$ cat src/rtl/button_conditioner.sv
// Per-button 2-FF synchronizer and counter debounce with registered level and press/release pulses.
// Define BUTTON_CONDITIONER_REPEAT_EN to add auto-repeat pulses while a button stays held.
module button_conditioner #(
    parameter int unsigned N_BUT            = 3,
    parameter int unsigned DEBOUNCE_CYC     = 1000000,
    parameter int unsigned REPEAT_DELAY_CYC = 25000000,
    parameter int unsigned REPEAT_RATE_CYC  = 5000000
) (
    input  logic             clk,
    input  logic             rst_n,
    input  logic [N_BUT-1:0] but_n,
    output logic [N_BUT-1:0] level,
    output logic [N_BUT-1:0] press_pulse,
    output logic [N_BUT-1:0] rel_pulse,
    output logic [N_BUT-1:0] rep_pulse
);

    localparam int unsigned CNT_W = $clog2(DEBOUNCE_CYC);
    localparam logic [CNT_W-1:0] CNT_LAST = CNT_W'(DEBOUNCE_CYC - 1);

`ifdef BUTTON_CONDITIONER_REPEAT_EN
    localparam int unsigned REP_MAX = (REPEAT_DELAY_CYC > REPEAT_RATE_CYC) ? REPEAT_DELAY_CYC
                                                                           : REPEAT_RATE_CYC;
    localparam int unsigned RC_W = ($clog2(REP_MAX) > 0) ? $clog2(REP_MAX) : 1;
    localparam logic [RC_W-1:0] DELAY_LAST = RC_W'(REPEAT_DELAY_CYC - 1);
    localparam logic [RC_W-1:0] RATE_LAST  = RC_W'(REPEAT_RATE_CYC - 1);
`endif

    // Reject configurations the counters cannot represent.
    if (DEBOUNCE_CYC < 2 || REPEAT_DELAY_CYC < 1 || REPEAT_RATE_CYC < 1) begin : g_cfg_err
        $error("button_conditioner: DEBOUNCE_CYC must be >= 2 and repeat periods >= 1");
    end

    typedef enum logic [1:0] {
        IDLE    = 2'd0,
        CONF_P  = 2'd1,
        PRESSED = 2'd2,
        CONF_R  = 2'd3
    } state_t;

    logic [N_BUT-1:0] sync1_q;
    logic [N_BUT-1:0] sync2_q;

    // Two-flop synchronizer; idles high to match released buttons.
    always_ff @(posedge clk or negedge rst_n) begin
        if (!rst_n) begin
            sync1_q <= '1;
            sync2_q <= '1;
        end else begin
            sync1_q <= but_n;
            sync2_q <= sync1_q;
        end
    end

    for (genvar i = 0; i < int'(N_BUT); i++) begin : g_but
        state_t           state_q;
        state_t           state_d;
        logic [CNT_W-1:0] cnt_q;
        logic [CNT_W-1:0] cnt_d;
        logic             level_q;
        logic             level_d;
        logic             press_q;
        logic             press_d;
        logic             rel_q;
        logic             rel_d;

        always_ff @(posedge clk or negedge rst_n) begin
            if (!rst_n) begin
                state_q <= IDLE;
                cnt_q   <= '0;
                level_q <= 1'b0;
                press_q <= 1'b0;
                rel_q   <= 1'b0;
            end else begin
                state_q <= state_d;
                cnt_q   <= cnt_d;
                level_q <= level_d;
                press_q <= press_d;
                rel_q   <= rel_d;
            end
        end

        // Debounce FSM: a level change is accepted only after an unbroken run of agreeing samples.
        always_comb begin
            state_d = state_q;
            cnt_d   = cnt_q;
            press_d = 1'b0;
            rel_d   = 1'b0;
            level_d = level_q;
            unique case (state_q)
                IDLE: begin
                    if (!sync2_q[i]) begin
                        state_d = CONF_P;
                        cnt_d   = '0;
                    end
                end
                CONF_P: begin
                    if (sync2_q[i]) begin
                        state_d = IDLE;
                        cnt_d   = '0;
                    end else if (cnt_q == CNT_LAST) begin
                        state_d = PRESSED;
                        cnt_d   = '0;
                        press_d = 1'b1;
                    end else begin
                        cnt_d = cnt_q + CNT_W'(1);
                    end
                end
                PRESSED: begin
                    if (sync2_q[i]) begin
                        state_d = CONF_R;
                        cnt_d   = '0;
                    end
                end
                CONF_R: begin
                    if (!sync2_q[i]) begin
                        state_d = PRESSED;
                        cnt_d   = '0;
                    end else if (cnt_q == CNT_LAST) begin
                        state_d = IDLE;
                        cnt_d   = '0;
                        rel_d   = 1'b1;
                    end else begin
                        cnt_d = cnt_q + CNT_W'(1);
                    end
                end
                default: state_d = IDLE;
            endcase
            level_d = (state_d == PRESSED) || (state_d == CONF_R);
        end

        assign level[i]       = level_q;
        assign press_pulse[i] = press_q;
        assign rel_pulse[i]   = rel_q;

`ifdef BUTTON_CONDITIONER_REPEAT_EN
        logic [RC_W-1:0] rc_q;
        logic [RC_W-1:0] rc_d;
        logic            ph_q;
        logic            ph_d;
        logic            rep_q;
        logic            rep_d;

        // Repeat timer: runs only in PRESSED, holds in CONF_R, clears in IDLE.
        always_comb begin
            rc_d  = rc_q;
            ph_d  = ph_q;
            rep_d = 1'b0;
            if (state_q == IDLE) begin
                rc_d = '0;
                ph_d = 1'b0;
            end else if (state_q == PRESSED) begin
                if (rc_q == (ph_q ? RATE_LAST : DELAY_LAST)) begin
                    rc_d  = '0;
                    ph_d  = 1'b1;
                    rep_d = 1'b1;
                end else begin
                    rc_d = rc_q + RC_W'(1);
                end
            end
        end

        always_ff @(posedge clk or negedge rst_n) begin
            if (!rst_n) begin
                rc_q  <= '0;
                ph_q  <= 1'b0;
                rep_q <= 1'b0;
            end else begin
                rc_q  <= rc_d;
                ph_q  <= ph_d;
                rep_q <= rep_d;
            end
        end

        assign rep_pulse[i] = rep_q;
`else
        assign rep_pulse[i] = 1'b0;
`endif
    end

endmodule
$ cat config.mk
export PLATFORM = sky130hd
export DESIGN_NAME = button_conditioner
export DESIGN_NICKNAME = d
export VERILOG_FILES = /design/src/rtl/button_conditioner.sv
export SDC_FILE = /design/constraint.sdc
export NUM_CORES = 1
export LEC_CHECK = 0
export ABC_AREA = 1
export BUFFER_PORTS_ARGS = -buffer_cell sky130_fd_sc_hd__buf_2
export CORE_ASPECT_RATIO = 1.25
export CORE_MARGIN = 2
export CORE_UTILIZATION = 62
export DETAILED_ROUTE_END_ITERATION = 10
export PLACE_DENSITY = 0.85
export SLEW_MARGIN = 5
export SYNTH_ARGS = -nofsm -noshare
export SYNTH_HDL_FRONTEND = slang
export SYNTH_SLANG_ARGS = --single-unit
$ cat constraint.sdc
create_clock -name clk -period 1.7 [get_ports clk]
set_input_delay 0.085 -clock clk [delete_from_list [all_inputs] [get_ports clk]]
set_output_delay 0.085 -clock clk [all_outputs]
set_load 0.02 [all_outputs]
# Word-level counts from Yosys, hierarchy flattened
# Index checks and enable logic that the tools add are counted.
# Widths: inputs -> output; s select.
[word_totals]
input_bits = 5
reg_bits = 81
output_inout_bits = 12
[classes]
mux = 54
reduce_logical = 9
n_eq_ne = 24
addsub = 3
[ops]
columns = ["cell", "n"]
rows = [
  ["$mux 20", 15],
  ["$pmux 20 s4", 3],
  ["$add 20x1->20 const B", 3],
  ["$eq 20x20->1 const B", 3],
  ["$mux 2", 18],
  ["$eq 2x2->1 const B", 12],
  ["$pmux 2 s4", 3],
  ["$mux 1", 15],
  ["$ne 2x2->1 const B", 6],
  ["$eq 2x1->1 const B", 3],
  ["$logic_not 2->1", 3],
  ["$reduce_and 2->1", 3],
  ["$logic_or 1x1->1", 3],
]

# Longest topological paths before layout
[depth]
word_depth = 6
ltp_mapped = 10
mapped_depth_nobuf = 10

# Least setup slack after synthesis
# No wires, ideal clock.
[synth_path]
path_type = "flip-flop to flip-flop"
startpoint = "reg g_but[0].cnt_q[0]"
endpoint = "reg g_but[0].cnt_q[3]"
slack_ps = 261
setup_time_ps = 129
required_ps = 1571
synth_period_minus_slack_ps = 1439
path_stages_with_launch = 8
arrival_time_ps = 1311
path_cell_list = "dfrtp_1 -> ha_1 -> nand3_4 -> nor2_8 -> nand3_2 -> nand2_2 -> buf_6 -> o22ai_2"
[synth_between]
elab_chain_len = 4
elab_cells_between_ends = 6
[synth_lines]
columns = ["item", "line_no", "rtl"]
rows = [
  ["start: declaration", "58", "logic [CNT_W-1:0] cnt_q;"],
  ["start signal: assignment", "76", "cnt_q <= cnt_d;"],
  ["$add 20x1->20 or $eq 20x20->1 (tied branches)", "-", ""],
  ["$mux 20 (*)", "101, 119", ""],
  ["$mux 20 (on tied branches)", "116, 98", ""],
  ["$pmux 20 s4 (*)", "90", "unique case (state_q)"],
]
# Every way passes the cells marked *; elsewhere a longest branch is shown, timed or not.
# A chain may end at the register's enable or synchronous reset.

# Worst setup path in the final report
[layout_path]
startpoint = "reg g_but[2].cnt_q[1]"
endpoint = "reg g_but[2].level_q"
[layout_between]
elab_chain_len = 6
elab_cells_between_ends = 9
[layout_lines]
columns = ["item", "line_no", "rtl"]
rows = [
  ["start: declaration", "58", ""],
  ["start signal: assignment", "76", ""],
  ["$eq 20x20->1 (*)", "101, 119", ""],
  ["$mux 2 (on tied branches)", "119, 101", ""],
  ["$mux 2 (on tied branches)", "116, 98", ""],
  ["$pmux 2 s4 (*)", "90", ""],
  ["$eq 2x2->1", "129", "level_d = (state_d == PRESSED) || (state_d == CONF_R);"],
  ["$logic_or 1x1->1 (*)", "129", ""],
  ["named net g_but[2].level_d", "61", "logic level_d;"],
  ["end signal: assignment", "77", "level_q <= level_d;"],
  ["end: declaration", "60", "logic level_q;"],
]
# Mark *: on every way through the listed nets, which the timed path passes. The rest lies on a longest branch.

==> metrics.md <==
| Metric | Value |
|---|---|
| Total power | `3.88 mW` |
| Cell Rows | `35` |
| Status | `complete, no violations` |
| First-pass GRT wire length | `16200 µm` |
| Seq/Total Area, Yosys | `0.434` |
| Die height | `101 µm` |
| Startpoint types | `flop` |
| Final wirelength | `9510 µm` |
| Htree depth | `3` |
| Dominant synthesized flop cell | `dfrtp_1` |
| CTS Sinks | `80` |
| Area Growth Syn to Fin | `10.1%` |
| Number of global-route vias before repair | `3723` |
| Crit path kind | `flop to flop` |
| Tmin final | `1640 ps` |
| Sum of negative setup slack | `0 ps` |
| Hpwl dp | `6770 µm` |
| Core footprint | `0.00731 mm²` |
| Diode count | `0` |
| Io pins | `17` |
| Drt pass-1 iters | `6` |
| Share of cells above drive strength 1 | `0.165` |
| Iter 0 DRT Violations | `302` |
| GPL Wtd Cong | `1.05` |
| #FFs+latches synth | `80` |
| Worst hold margin | `221 ps` |
| Inserted Clock Buffers | `9` |
| Fraction of registers with async set/reset | `1.00` |
| CP Capture Type | `flop` |
| Die area | `0.00818 mm²` |
| Peak supply drop | `0.000462 V` |
| Vias | `3862` |
| GRT Util Overall | `0.253` |
| Syn Inst Count | `591` |
| Initial antenna violation count | `0` |
| Non-filler cells, final | `712` |
| Layout Nets | `623` |
| # port buffers | `13` |
| Fmax | `611 MHz` |
| Mapped cell area | `0.00463 mm²` |
| Synthesis warning total | `0` |
| Die Span X | `81.3 µm` |
| Pwr Density | `762 mW/mm²` |
| DRC errors left | `0` |
| Routed len/inst | `13.4 µm` |
| Setup Skew | `11.4 ps` |
| Fin crit share | `0.962` |
| Vias per cell | `5.42` |
| Max Buffers Root-to-Sink | `2` |
| Reg clk slew, reported paths | `90 ps` |
| Clk root buf | `clkbuf_8` |
| Hold/Removal Path Class | `input port to asynchronous set/reset pin` |
| Final hold vios | `0` |
| Largest net degree at the start of global routing | `40` |
| Worst skew pair latency | `370 ps` |
| Starting Density | `0.633` |
| Post-route ant nets | `0` |
| Worst Path Arrival | `1890 ps` |
| Clock tree from TritonCTS | `yes` |
| Setup Viol. Count Final | `0` |
| CP max FO | `4` |
| Required time of the critical path | `1960 ps` |
| Leakage | `2.35 nW` |
| Syn_area_per_cell | `7.84 µm²` |
| Cells after DPL | `686` |
| EDFF count, synth | `0` |
| Max-slew violation count | `0` |
| MaxCap Viol Count | `0` |
| Cell variety after synth | `39` |
| Global route overflow | `0` |
## cell type report
cell class,instances,area (µm²)
Clock buffer,10,138
Clock inverter,6,115
Fill cell,540,2220
Inverter,67,255
Multi-Input combinational cell,427,2240
Sequential cell,80,2010
Tap cell,92,115
Timing Repair Buffer,30,218
## registers in the layout, indices dropped and copies added (netlist names)
register / count
sync2_q: 3
g_but.cnt_q: 60
g_but.state_q: 5
g_but.level_q: 3
g_but.rel_q: 3
sync1_q: 3
g_but.press_q: 3
## power breakdown
part,internal [mW],leakage [nW],switching (mW)
Sequential,1.93,1.08,0.0236
Clock,1.02,0.123,0.728
Combinational,0.0547,1.14,0.125
Total,3.01,2.35,0.877
## per-stage QoR
step	util	setup slack [ps]	area [µm²]
5_1_grt	0.697	-76.2	5100
2_1_floorplan	-	261	4640
3_5_place_dp	0.648	100	4740
3_3_place_gp	0.648	151	4740
6_report	0.697	63.8	5100
4_1_cts	0.688	64.3	5030
## worst max-delay path, stage by stage, from the launching register on
cell and delay [ps]:
dfrtp_1 400, ha_2 210, nand2_2 80, nor2_4 160, nand4_1 140, nor2_2 230, nand3_1 150, nand2_1 120
inv_1 40
## routing by layer
| layer | up-vias | global-route usage | wire length, µm |
|---|---|---|---|
| met5 | - | 0 | 0 |
| met4 | 0 | 0.0834 | 219 |
| met3 | 25 | 0.0556 | 472 |
| met2 | 102 | 0.437 | 4900 |
| met1 | 1821 | 0.311 | 3920 |
| li1 | 1914 | - | - |
## worst paths after layout
path                                   start             endpoint  slack [ps]  cells after the start
max                        g_but[2].cnt_q[1]     g_but[2].level_q          60                      8
min                                    rst_n  g_but[1].state_q[0]         220                      2
max reg2reg                g_but[2].cnt_q[1]     g_but[2].level_q          60                      8
min reg2reg                       sync1_q[1]           sync2_q[1]         360                      0
max in group asynchronous              rst_n           sync1_q[0]         860                      3
min in group clk                    but_n[1]           sync1_q[1]         350                      2
## cells by family (layout without fill, tap and decap cells)
kind of cell	Yosys count	count (layout)	share of synthesized area
flip-flops	80	80	0.434
adder cells (fa/ha/maj)	3	3	0.00811
AO/OA/AOI/OAI	57	57	0.0813
AND/OR/NAND/NOR	329	329	0.323
other	1	3	0.000810
buffers and inverters	86	113	0.0867
XOR/XNOR	35	35	0.0662
## repair_timing
action	4_1_cts	5_1_grt
endpoints found under the setup margin	0	23
gates resized for setup	0	8
hold buffers	4	0
setup buffers	0	6
hold endpoints to repair	35	0
## cell usage after synthesis, types with 2 or more instances
| library cell | number | share of area |
|---|---|---|
| buf_4 | 14 | 0.023 |
| o22ai_1 | 12 | 0.016 |
| buf_2 | 2 | 0.0022 |
| nand3_1 | 41 | 0.044 |
| dfstp_2 | 6 | 0.034 |
| ha_1 | 3 | 0.0081 |
| nor2_1 | 67 | 0.054 |
| inv_1 | 61 | 0.049 |
| nor2_2 | 8 | 0.011 |
| o21ai_0 | 7 | 0.0076 |
| xnor2_1 | 5 | 0.0095 |
| nand3_2 | 4 | 0.0086 |
| o22ai_2 | 2 | 0.0054 |
| o21bai_1 | 6 | 0.0097 |
| xor2_1 | 30 | 0.057 |
| o21ai_2 | 10 | 0.019 |
| nand2_1 | 168 | 0.14 |
| nand2_2 | 7 | 0.0095 |
| buf_6 | 3 | 0.0073 |
| dfrtp_1 | 74 | 0.40 |
| nor3_1 | 8 | 0.0086 |
| nand4_1 | 13 | 0.018 |
| o21ai_1 | 13 | 0.014 |
| a21oi_1 | 3 | 0.0032 |
| a31oi_1 | 2 | 0.0027 |
| inv_2 | 5 | 0.0041 |
| nor2_4 | 5 | 0.012 |
## placed cells by master, fill, tap and decap left out, types with 5 or more instances in the layout
cell and instances:
nand2_1 168, dfrtp_1 73, nor2_1 64, inv_1 61, nand3_1 41, xor2_1 30
o21ai_1 13, nand4_1 13, buf_4 13, o22ai_1 12, buf_2 12, nor2_2 11
o21ai_2 10, clkbuf_8 10, nor3_1 8, o21ai_0 7, nand2_2 6, o21bai_1 6
dfstp_2 6, nor2_4 5, xnor2_1 5
Power figures use the tool's default switching activity.
